[src/rtl/uart_pkg.sv]
// Shared UART package: RX/TX state encodings, frame geometry constants and
// a 2-of-3 majority helper used by the receiver's optional sample voting.
package uart_pkg;

   localparam int UART_DATA_BITS  = 8;
   localparam int UART_OVERSAMPLE = 16;

   // Oversample count at the middle of the start bit.
   localparam logic [3:0] RX_MID_START = 4'd7;

   typedef enum logic [1:0] {
      RX_IDLE  = 2'd0,
      RX_START = 2'd1,
      RX_DATA  = 2'd2,
      RX_STOP  = 2'd3
   } rx_state_t;

   typedef enum logic [1:0] {
      TX_IDLE  = 2'd0,
      TX_START = 2'd1,
      TX_DATA  = 2'd2,
      TX_STOP  = 2'd3
   } tx_state_t;

   function automatic logic maj3(input logic a, input logic b, input logic c);
      return (a & b) | (a & c) | (b & c);
   endfunction

endpackage

[src/rtl/uart_rx_sync.sv]
// Two-flop synchronizer for an asynchronous single-bit input. The reset value
// is a parameter so idle-high and idle-low inputs both come out of reset at
// their idle level.
module uart_rx_sync #(
   parameter logic RST_VAL = 1'b1
) (
   input  logic clk,
   input  logic rst,
   input  logic d,
   output logic q
);

   logic meta;

   // Two register stages to let a metastable first stage resolve.
   always_ff @(posedge clk or posedge rst) begin
      if (rst) begin
         meta <= RST_VAL;
         q    <= RST_VAL;
      end else begin
         meta <= d;
         q    <= meta;
      end
   end

endmodule

[src/rtl/uart_rx.sv]
// 8N1 UART receiver with 16x oversampling.
// Optional feature macro: UART_RX_MAJORITY_EN -- when defined, every sample
// (start validation, data, stop) is the 2-of-3 vote of the current and two
// previous tick samples; when undefined the raw synchronized sample is used.
//
// Output protocol: rx_valid and rx_frame_err are one-cycle strobes with no
// back-pressure (there is no ready). rx_data is valid while rx_valid is high
// and is held until the next good frame; a consumer must take it then or
// later, but it never changes on a framing error. The two strobes are never
// high together. dbg_state exposes the receiver state encoding.
module uart_rx
   import uart_pkg::*;
#(
   parameter int DATA_BITS  = UART_DATA_BITS,
   parameter int OVERSAMPLE = UART_OVERSAMPLE
) (
   input  logic                 clk,
   input  logic                 rst,
   input  logic                 tick16,
   input  logic                 rx_line,
   output logic [DATA_BITS-1:0] rx_data,
   output logic                 rx_valid,
   output logic                 rx_frame_err,
   output logic                 rx_busy,
   output logic [1:0]           dbg_state
);

   localparam logic [3:0] OS_LAST  = 4'(OVERSAMPLE - 1);
   localparam logic [2:0] BIT_LAST = 3'(DATA_BITS - 1);

   rx_state_t            state;
   logic                 armed;
   logic [3:0]           os_cnt;
   logic [2:0]           bit_idx;
   logic [DATA_BITS-1:0] shift_reg;
   logic                 rx_s;
   logic                 rx_sample;

   uart_rx_sync #(
      .RST_VAL (1'b1)
   ) u_sync (
      .clk (clk),
      .rst (rst),
      .d   (rx_line),
      .q   (rx_s)
   );

`ifdef UART_RX_MAJORITY_EN
   logic [1:0] hist;

   // Keep the two previous tick samples for the majority vote.
   always_ff @(posedge clk or posedge rst) begin
      if (rst) begin
         hist <= 2'b11;
      end else if (tick16) begin
         hist <= {hist[0], rx_s};
      end
   end

   assign rx_sample = maj3(rx_s, hist[0], hist[1]);
`else
   assign rx_sample = rx_s;
`endif

   assign dbg_state = state;

   // Receive state machine; all counters advance only on tick16 cycles.
   always_ff @(posedge clk or posedge rst) begin
      if (rst) begin
         state        <= RX_IDLE;
         armed        <= 1'b1;
         os_cnt       <= 4'd0;
         bit_idx      <= 3'd0;
         shift_reg    <= '0;
         rx_data      <= '0;
         rx_valid     <= 1'b0;
         rx_frame_err <= 1'b0;
         rx_busy      <= 1'b0;
      end else begin
         rx_valid     <= 1'b0;
         rx_frame_err <= 1'b0;
         case (state)
            RX_IDLE: begin
               rx_busy <= 1'b0;
               if (tick16) begin
                  if (rx_s) begin
                     // Line seen high: a new start edge may be accepted.
                     armed <= 1'b1;
                  end else if (armed) begin
                     os_cnt  <= 4'd0;
                     rx_busy <= 1'b1;
                     state   <= RX_START;
                  end
               end
            end
            RX_START: begin
               if (tick16) begin
                  if (os_cnt == RX_MID_START) begin
                     if (rx_sample) begin
                        // Line back high at mid start bit: glitch, not a frame.
                        rx_busy <= 1'b0;
                        state   <= RX_IDLE;
                     end else begin
                        os_cnt  <= 4'd0;
                        bit_idx <= 3'd0;
                        state   <= RX_DATA;
                     end
                  end else begin
                     os_cnt <= os_cnt + 4'd1;
                  end
               end
            end
            RX_DATA: begin
               if (tick16) begin
                  os_cnt <= os_cnt + 4'd1;
                  if (os_cnt == OS_LAST) begin
                     shift_reg <= {rx_sample, shift_reg[DATA_BITS-1:1]};
                     if (bit_idx == BIT_LAST) begin
                        state <= RX_STOP;
                     end else begin
                        bit_idx <= bit_idx + 3'd1;
                     end
                  end
               end
            end
            RX_STOP: begin
               if (tick16) begin
                  os_cnt <= os_cnt + 4'd1;
                  if (os_cnt == OS_LAST) begin
                     if (rx_sample) begin
                        rx_data  <= shift_reg;
                        rx_valid <= 1'b1;
                     end else begin
                        // Break or noise: wait for an idle-high tick first.
                        rx_frame_err <= 1'b1;
                        armed        <= 1'b0;
                     end
                     rx_busy <= 1'b0;
                     state   <= RX_IDLE;
                  end
               end
            end
            default: begin
               rx_busy <= 1'b0;
               state   <= RX_IDLE;
            end
         endcase
      end
   end

endmodule

[config.mk]
export PLATFORM = sky130hd
export DESIGN_NAME = uart_rx
export DESIGN_NICKNAME = d
export VERILOG_FILES = /design/src/rtl/uart_pkg.sv /design/src/rtl/uart_rx_sync.sv /design/src/rtl/uart_rx.sv
export SDC_FILE = /design/constraint.sdc
export NUM_CORES = 1
export LEC_CHECK = 0
export BUFFER_PORTS_ARGS = -buffer_cell sky130_fd_sc_hd__buf_2
export CORE_UTILIZATION = 35
export DETAILED_ROUTE_END_ITERATION = 12
export MAX_ROUTING_LAYER = met4
export PLACE_DENSITY_LB_ADDON = 0.05
export REMOVE_ABC_BUFFERS = 1
export SLEW_MARGIN = 5
export SYNTH_ARGS = -nofsm -noshare
export SYNTH_HDL_FRONTEND = slang
export SYNTH_SLANG_ARGS = --single-unit
export TNS_END_PERCENT = 10
[constraint.sdc]
create_clock -name clk -period 2.4 [get_ports clk]
set_input_delay 0.36 -clock clk [delete_from_list [all_inputs] [get_ports clk]]
set_output_delay 0.36 -clock clk [all_outputs]
set_load 0.01 [all_outputs]
## Word-level counts from Yosys, hierarchy flattened

Cells that the tools add are included.

- Flip-flop bits (word level): 31
- Input bits: 4
- Output and inout port bits: 13

- Add/sub/neg operators: 2
- Eq/ne operators: 23
- Multiplexer cells: 50
- Reductions and logical operators: 12

Operators with widths:

| cell | count |
|---|---|
| 2-to-1 mux 4 bit | 7 |
| != test 2 bit, second input constant | 13 |
| 2-to-1 mux 2 bit | 11 |
| 2-to-1 mux 1 bit | 21 |
| 2-to-1 mux 3 bit | 6 |
| AND reduction 6 bit | 3 |
| one-hot mux 4 bit (3 select lines) | 1 |
| AND reduction 10 bit | 1 |
| one-hot mux 2 bit (4 select lines) | 1 |
| AND reduction 7 bit | 1 |
| != test 2 x 1 -> 1 bit, second input constant | 3 |
| one-hot mux 3 bit (2 select lines) | 1 |
| adder 4 x 1 -> 4 bit, second input constant | 1 |
| == test 2 bit, second input constant | 2 |
| == test 4 x 3 -> 1 bit, second input constant | 1 |
| == test 4 bit, second input constant | 1 |
| AND reduction 4 bit | 1 |
| nonzero test 2 bit | 2 |
| adder 3 x 1 -> 3 bit, second input constant | 1 |
| == test 3 bit, second input constant | 1 |
| != test 3 bit, second input constant | 1 |
| one-hot mux 1 bit (3 select lines) | 1 |
| AND reduction 3 bit | 1 |
| nonzero test 3 bit | 1 |
| other kinds (4) | 4 |

## Logic depth before layout (Yosys ltp)

- Depth in word-level cells: 5
- Gate-level depth with buffers: 6

## By module

From an unflattened synthesis, not the netlist that was laid out.

- Cell total of the unflattened synthesis: 121
- Area, all modules: 1,461.4 um2

By module, submodules not included:

| module | instances | cells each | area an instance (um2) | seq. area each (um2) |
|---|---|---|---|---|
| uart_rx | 1 | 118 | 1,405.1 | 726.9 |
| uart_rx_sync | 1 | 3 | 56.3 | 52.6 |

## Least setup slack after synthesis

Ideal clock, no wire load.

- Path type: flip-flop to flip-flop
- Start point: register os_cnt[0]
- End point: register os_cnt[1]
- Arrival time: 1.382 ns
- Required time: 2.275 ns
- Setup slack: 0.893 ns
- Stages on the path, launching flop included: 7
- Path through: dfrtp_1 ha_1 buf_4 nand3b_1 a21oi_1 and2b_1 mux2_4

- Cells in the longest elaborated chain, start to end: 4
- Elaborated cells on any way between the ends: 8
- Those cells by class: add/sub (1); eq/ne (2); mux (4); reduce/logical (1)

Ends and longest elaborated chain:

| what | RTL line | source |
|---|---|---|
| start, declared | uart_rx.sv:33 | `logic [3:0] os_cnt;` |
| start signal, assigned | uart_rx.sv:109 | `os_cnt <= os_cnt + 4'd1;` |
| start signal, assigned | uart_rx.sv:115 | `os_cnt <= os_cnt + 4'd1;` |
| start signal, assigned | uart_rx.sv:128 | `os_cnt <= os_cnt + 4'd1;` |
| adder 4 x 1 -> 4 bit / == test 4 x 3 -> 1 bit (equally long branches) | -- |  |
| 2-to-1 mux 4 bit | uart_rx.sv:98 | `if (os_cnt == RX_MID_START) begin` |
| 2-to-1 mux 4 bit | uart_rx.sv:97 | `if (tick16) begin` |
| one-hot mux 4 bit (3 select lines) | uart_rx.sv:82 | `case (state)` |

Parallel ways exist; a longest one is shown, timed or not. The select of a mux whose other input is x is not followed.
A chain may end at the register's enable or synchronous reset.

## Final worst setup path

Same ends and word-level chain as after synthesis.

==> flow_metrics.tcl <==
set metrics [dict create \
    outcome "finished clean" \
    globalRouteOverflowTotal 0 \
    fp.dieW_um 66.81 \
    number_of_distinct_library_cells_after_synthesis 40 \
    period_needed_ps 1753 \
    grt_first_pass_wirelength_um 4305 \
    powerDensity_nw_per_um2 951.1 \
    detail_route.drc_violations 0 \
    share_of_final_layout_standard_cells_stronger_than_drive_strength_1_pct 35.07 \
    syn_to_layout_area_delta_pct 13.11 \
    dieArea_sq_um 4464 \
    dp_hpwl_um 1738 \
    pin_count 17 \
    global_route.peak_usage_layer "met1" \
    post_cts.repair.setup_buffers 0 \
    floorplan.rows 23 \
    timing.critical_path.fanout_max 8 \
    n_antenna_cell 0 \
    drtAntennaViolNets 0 \
    drt_iter0_drc 45 \
    cts-root-to-sink-buffers 2 \
    hold_buffers 0 \
    clock_skew_after_layout_ps 5.624 \
    ctsResizeCount 0 \
    worst_path_clk_slew_ps 60 \
    data_required_time_at_the_worst_endpoint_ps 2560 \
    worst_ir_drop_vdd_mv 0.3298 \
    cts_root_buf "sky130_fd_sc_hd__clkbuf_8" \
    core_region_area_sq_um 4029 \
    number_of_synthesized_register_bits 31 \
    power.static_leakage_nw 0.8131 \
    synth_ff_type "sky130_fd_sc_hd__dfrtp_1" \
    gr-usage-met2_pct 18.43 \
    layout.cells.most_common_list "sky130_fd_sc_hd__dfrtp_1, sky130_fd_sc_hd__buf_2, sky130_fd_sc_hd__mux2_1" \
    htree_num_levels 2 \
    async_reset_ff_share_pct 100.0 \
    globalplace.congestion 0.7578 \
    clkLatencyLatePin_ps 280 \
    end_kind "flop" \
    floorplan.die.height_um 66.81 \
    timing.setup.tns_ps 0 \
    place.port_buffers 16 \
    worst_case_register_to_register_setup_slack_ps 650 \
    layoutNonFillerInstCount 184 \
    max_clock_freq_mhz 570.4 \
    timing.critical_path.slowest_cell_delay_ps 380 \
    grt_setup_unrepaired "false" \
    maxCapViolations 0 \
    synth.cell_area_sq_um 1470 \
    post-layout-total-power_mw 1.582 \
    timing.critical_path.depth 5 \
    final-setup-viol-count 0 \
    global_route.usage.met1_pct 18.67 \
    post_drt_wl_per_cell_um 13.59 \
    ff2ff_path_depth 5 \
    seq_area_frac_synth_pct 53.02 \
    num-nets-final 140 \
    number_of_sinks_handled_by_clock_tree_synthesis 31 \
    syn-mean-instance-area_sq_um 12.78 \
    worst_pin_slew_ps 453.4 \
    post_synth_inst_count 115 \
    grt_start_max_net_pins 32 \
    globalRouteMet3Util_pct 5.137 \
    finalHoldViolCount 0 \
    timing_worst_setup_path_type "reg -> reg" \
    post-route-util_pct 41.27 \
    count_of_flip_flops_with_a_built_in_enable_after_synthesis 0 \
    grtUsageTotal_pct 13.82 \
    worst_path_max_delay_cell "sky130_fd_sc_hd__dfrtp_1" \
    detailroute.via_count 912 \
    grt_pass1_vias 875 \
    final-max-slew-violation-count 0 \
    synth.yosys.warnings 0 \
    cts_tree "done" \
    worst_path_dominant_cell_family "flip-flops" \
    timing.critical_path.buf_inv 0 \
    starting_density_of_the_core_pct 36.49 \
    hold_path_class "in -> async" \
    path_cells "ha_1 -> nand3b_1 -> a21oi_1 -> and2b_1 -> mux2_4" \
    most_common_cell_after_layout_fill_and_taps_aside "sky130_fd_sc_hd__dfrtp_1" \
    cp_data_arrival_time_ps 1910 \
    period_share_pct 73.05 \
    dp.cells 176 \
    antenna_found_initial 0 \
    numCtsBuffers 5 \
    holdWs_ps 155.3 \
    timing.critical_path.from_type "flop" \
    wl_um 2501 \
    maxSlewHeadroom_pct 69.78 \
    number_of_search_and_repair_iterations_in_the_first_detailed_routing_pass 4 \
    route.detailed.vias_per_inst 4.957 \
]
worst register-to-register path: stages (launching register included):
cell                       delay (ps)
sky130_fd_sc_hd__dfrtp_1          380
sky130_fd_sc_hd__ha_1             360
sky130_fd_sc_hd__nand3b_1         120
sky130_fd_sc_hd__a21oi_1          310
sky130_fd_sc_hd__and2b_1          220
sky130_fd_sc_hd__mux2_4           240
layout make-up:
class | instances | area (sq um)
clock inverters | 1 | 5.005
well taps | 50 | 62.56
fillers | 407 | 2366
flip-flops and latches | 31 | 779.5
multi-input cells | 73 | 623.1
clock buffers | 7 | 86.33
repair buffers | 17 | 87.58
inverters | 5 | 18.77
through the flow:
stage / worst slack (ps) / area [sq um]
after floorplan: 832.6 / 1421
after global placement: 666.5 / 1572
after detailed placement: 666.3 / 1572
after CTS: 653.4 / 1663
after global routing: 550.6 / 1663
final: 646.7 / 1663
worst paths after layout:
path / start / endpoint
max in group asynchronous: rst / u_sync.meta
max reg2reg: os_cnt[0] / os_cnt[1]
min in group clk: rx_line / u_sync.meta
min reg2reg: u_sync.meta / u_sync.q
max: os_cnt[0] / os_cnt[1]
min: rst / rx_data[1]
power by group:
group | total (mW) | switching (mW) | internal [mW]
clock | 0.412 | 0.181 | 0.231
combinational | 0.430 | 0.213 | 0.217
sequential | 0.740 | 0.129 | 0.611
total | 1.58 | 0.523 | 1.06
logic make-up (layout without fill, tap and decap cells):
family / Yosys count / after routing / synth area share, %
buffers and inverters: 11 / 30 / 4.596
adder cells (fa/ha/maj): 3 / 3 / 2.553
AO/OA/AOI/OAI: 16 / 16 / 8.597
XOR/XNOR: 1 / 1 / 0.5959
flip-flops: 31 / 31 / 53.02
multiplexers: 19 / 19 / 14.98
AND/OR/NAND/NOR: 34 / 34 / 15.66
synthesized netlist by cell type, types with 2 or more instances:
cell	number	share of area, %
sky130_fd_sc_hd__dfrtp_1	28	48
sky130_fd_sc_hd__mux2_1	11	8.4
sky130_fd_sc_hd__nand3_1	6	2.0
sky130_fd_sc_hd__a21oi_1	5	1.7
sky130_fd_sc_hd__buf_4	5	2.6
sky130_fd_sc_hd__inv_1	5	1.3
sky130_fd_sc_hd__mux2_2	5	3.8
sky130_fd_sc_hd__nor2_1	5	1.3
sky130_fd_sc_hd__nand2_1	4	1.0
sky130_fd_sc_hd__dfstp_2	3	5.4
sky130_fd_sc_hd__ha_1	3	2.6
sky130_fd_sc_hd__mux2_4	2	2.0
sky130_fd_sc_hd__nand4_1	2	0.85
sky130_fd_sc_hd__nor2_4	2	1.5
sky130_fd_sc_hd__nor3_2	2	1.4
sky130_fd_sc_hd__nor3b_1	2	1.0
sky130_fd_sc_hd__o21ai_1	2	0.68
layer usage:
metal | vias up | routed length, um
met3 | 4 | 130
met5 | - | 0
met2 | 22 | 1059
met1 | 444 | 1271
li1 | 442 | -
met4 | 0 | 40
Power figures use the tool's default switching activity.
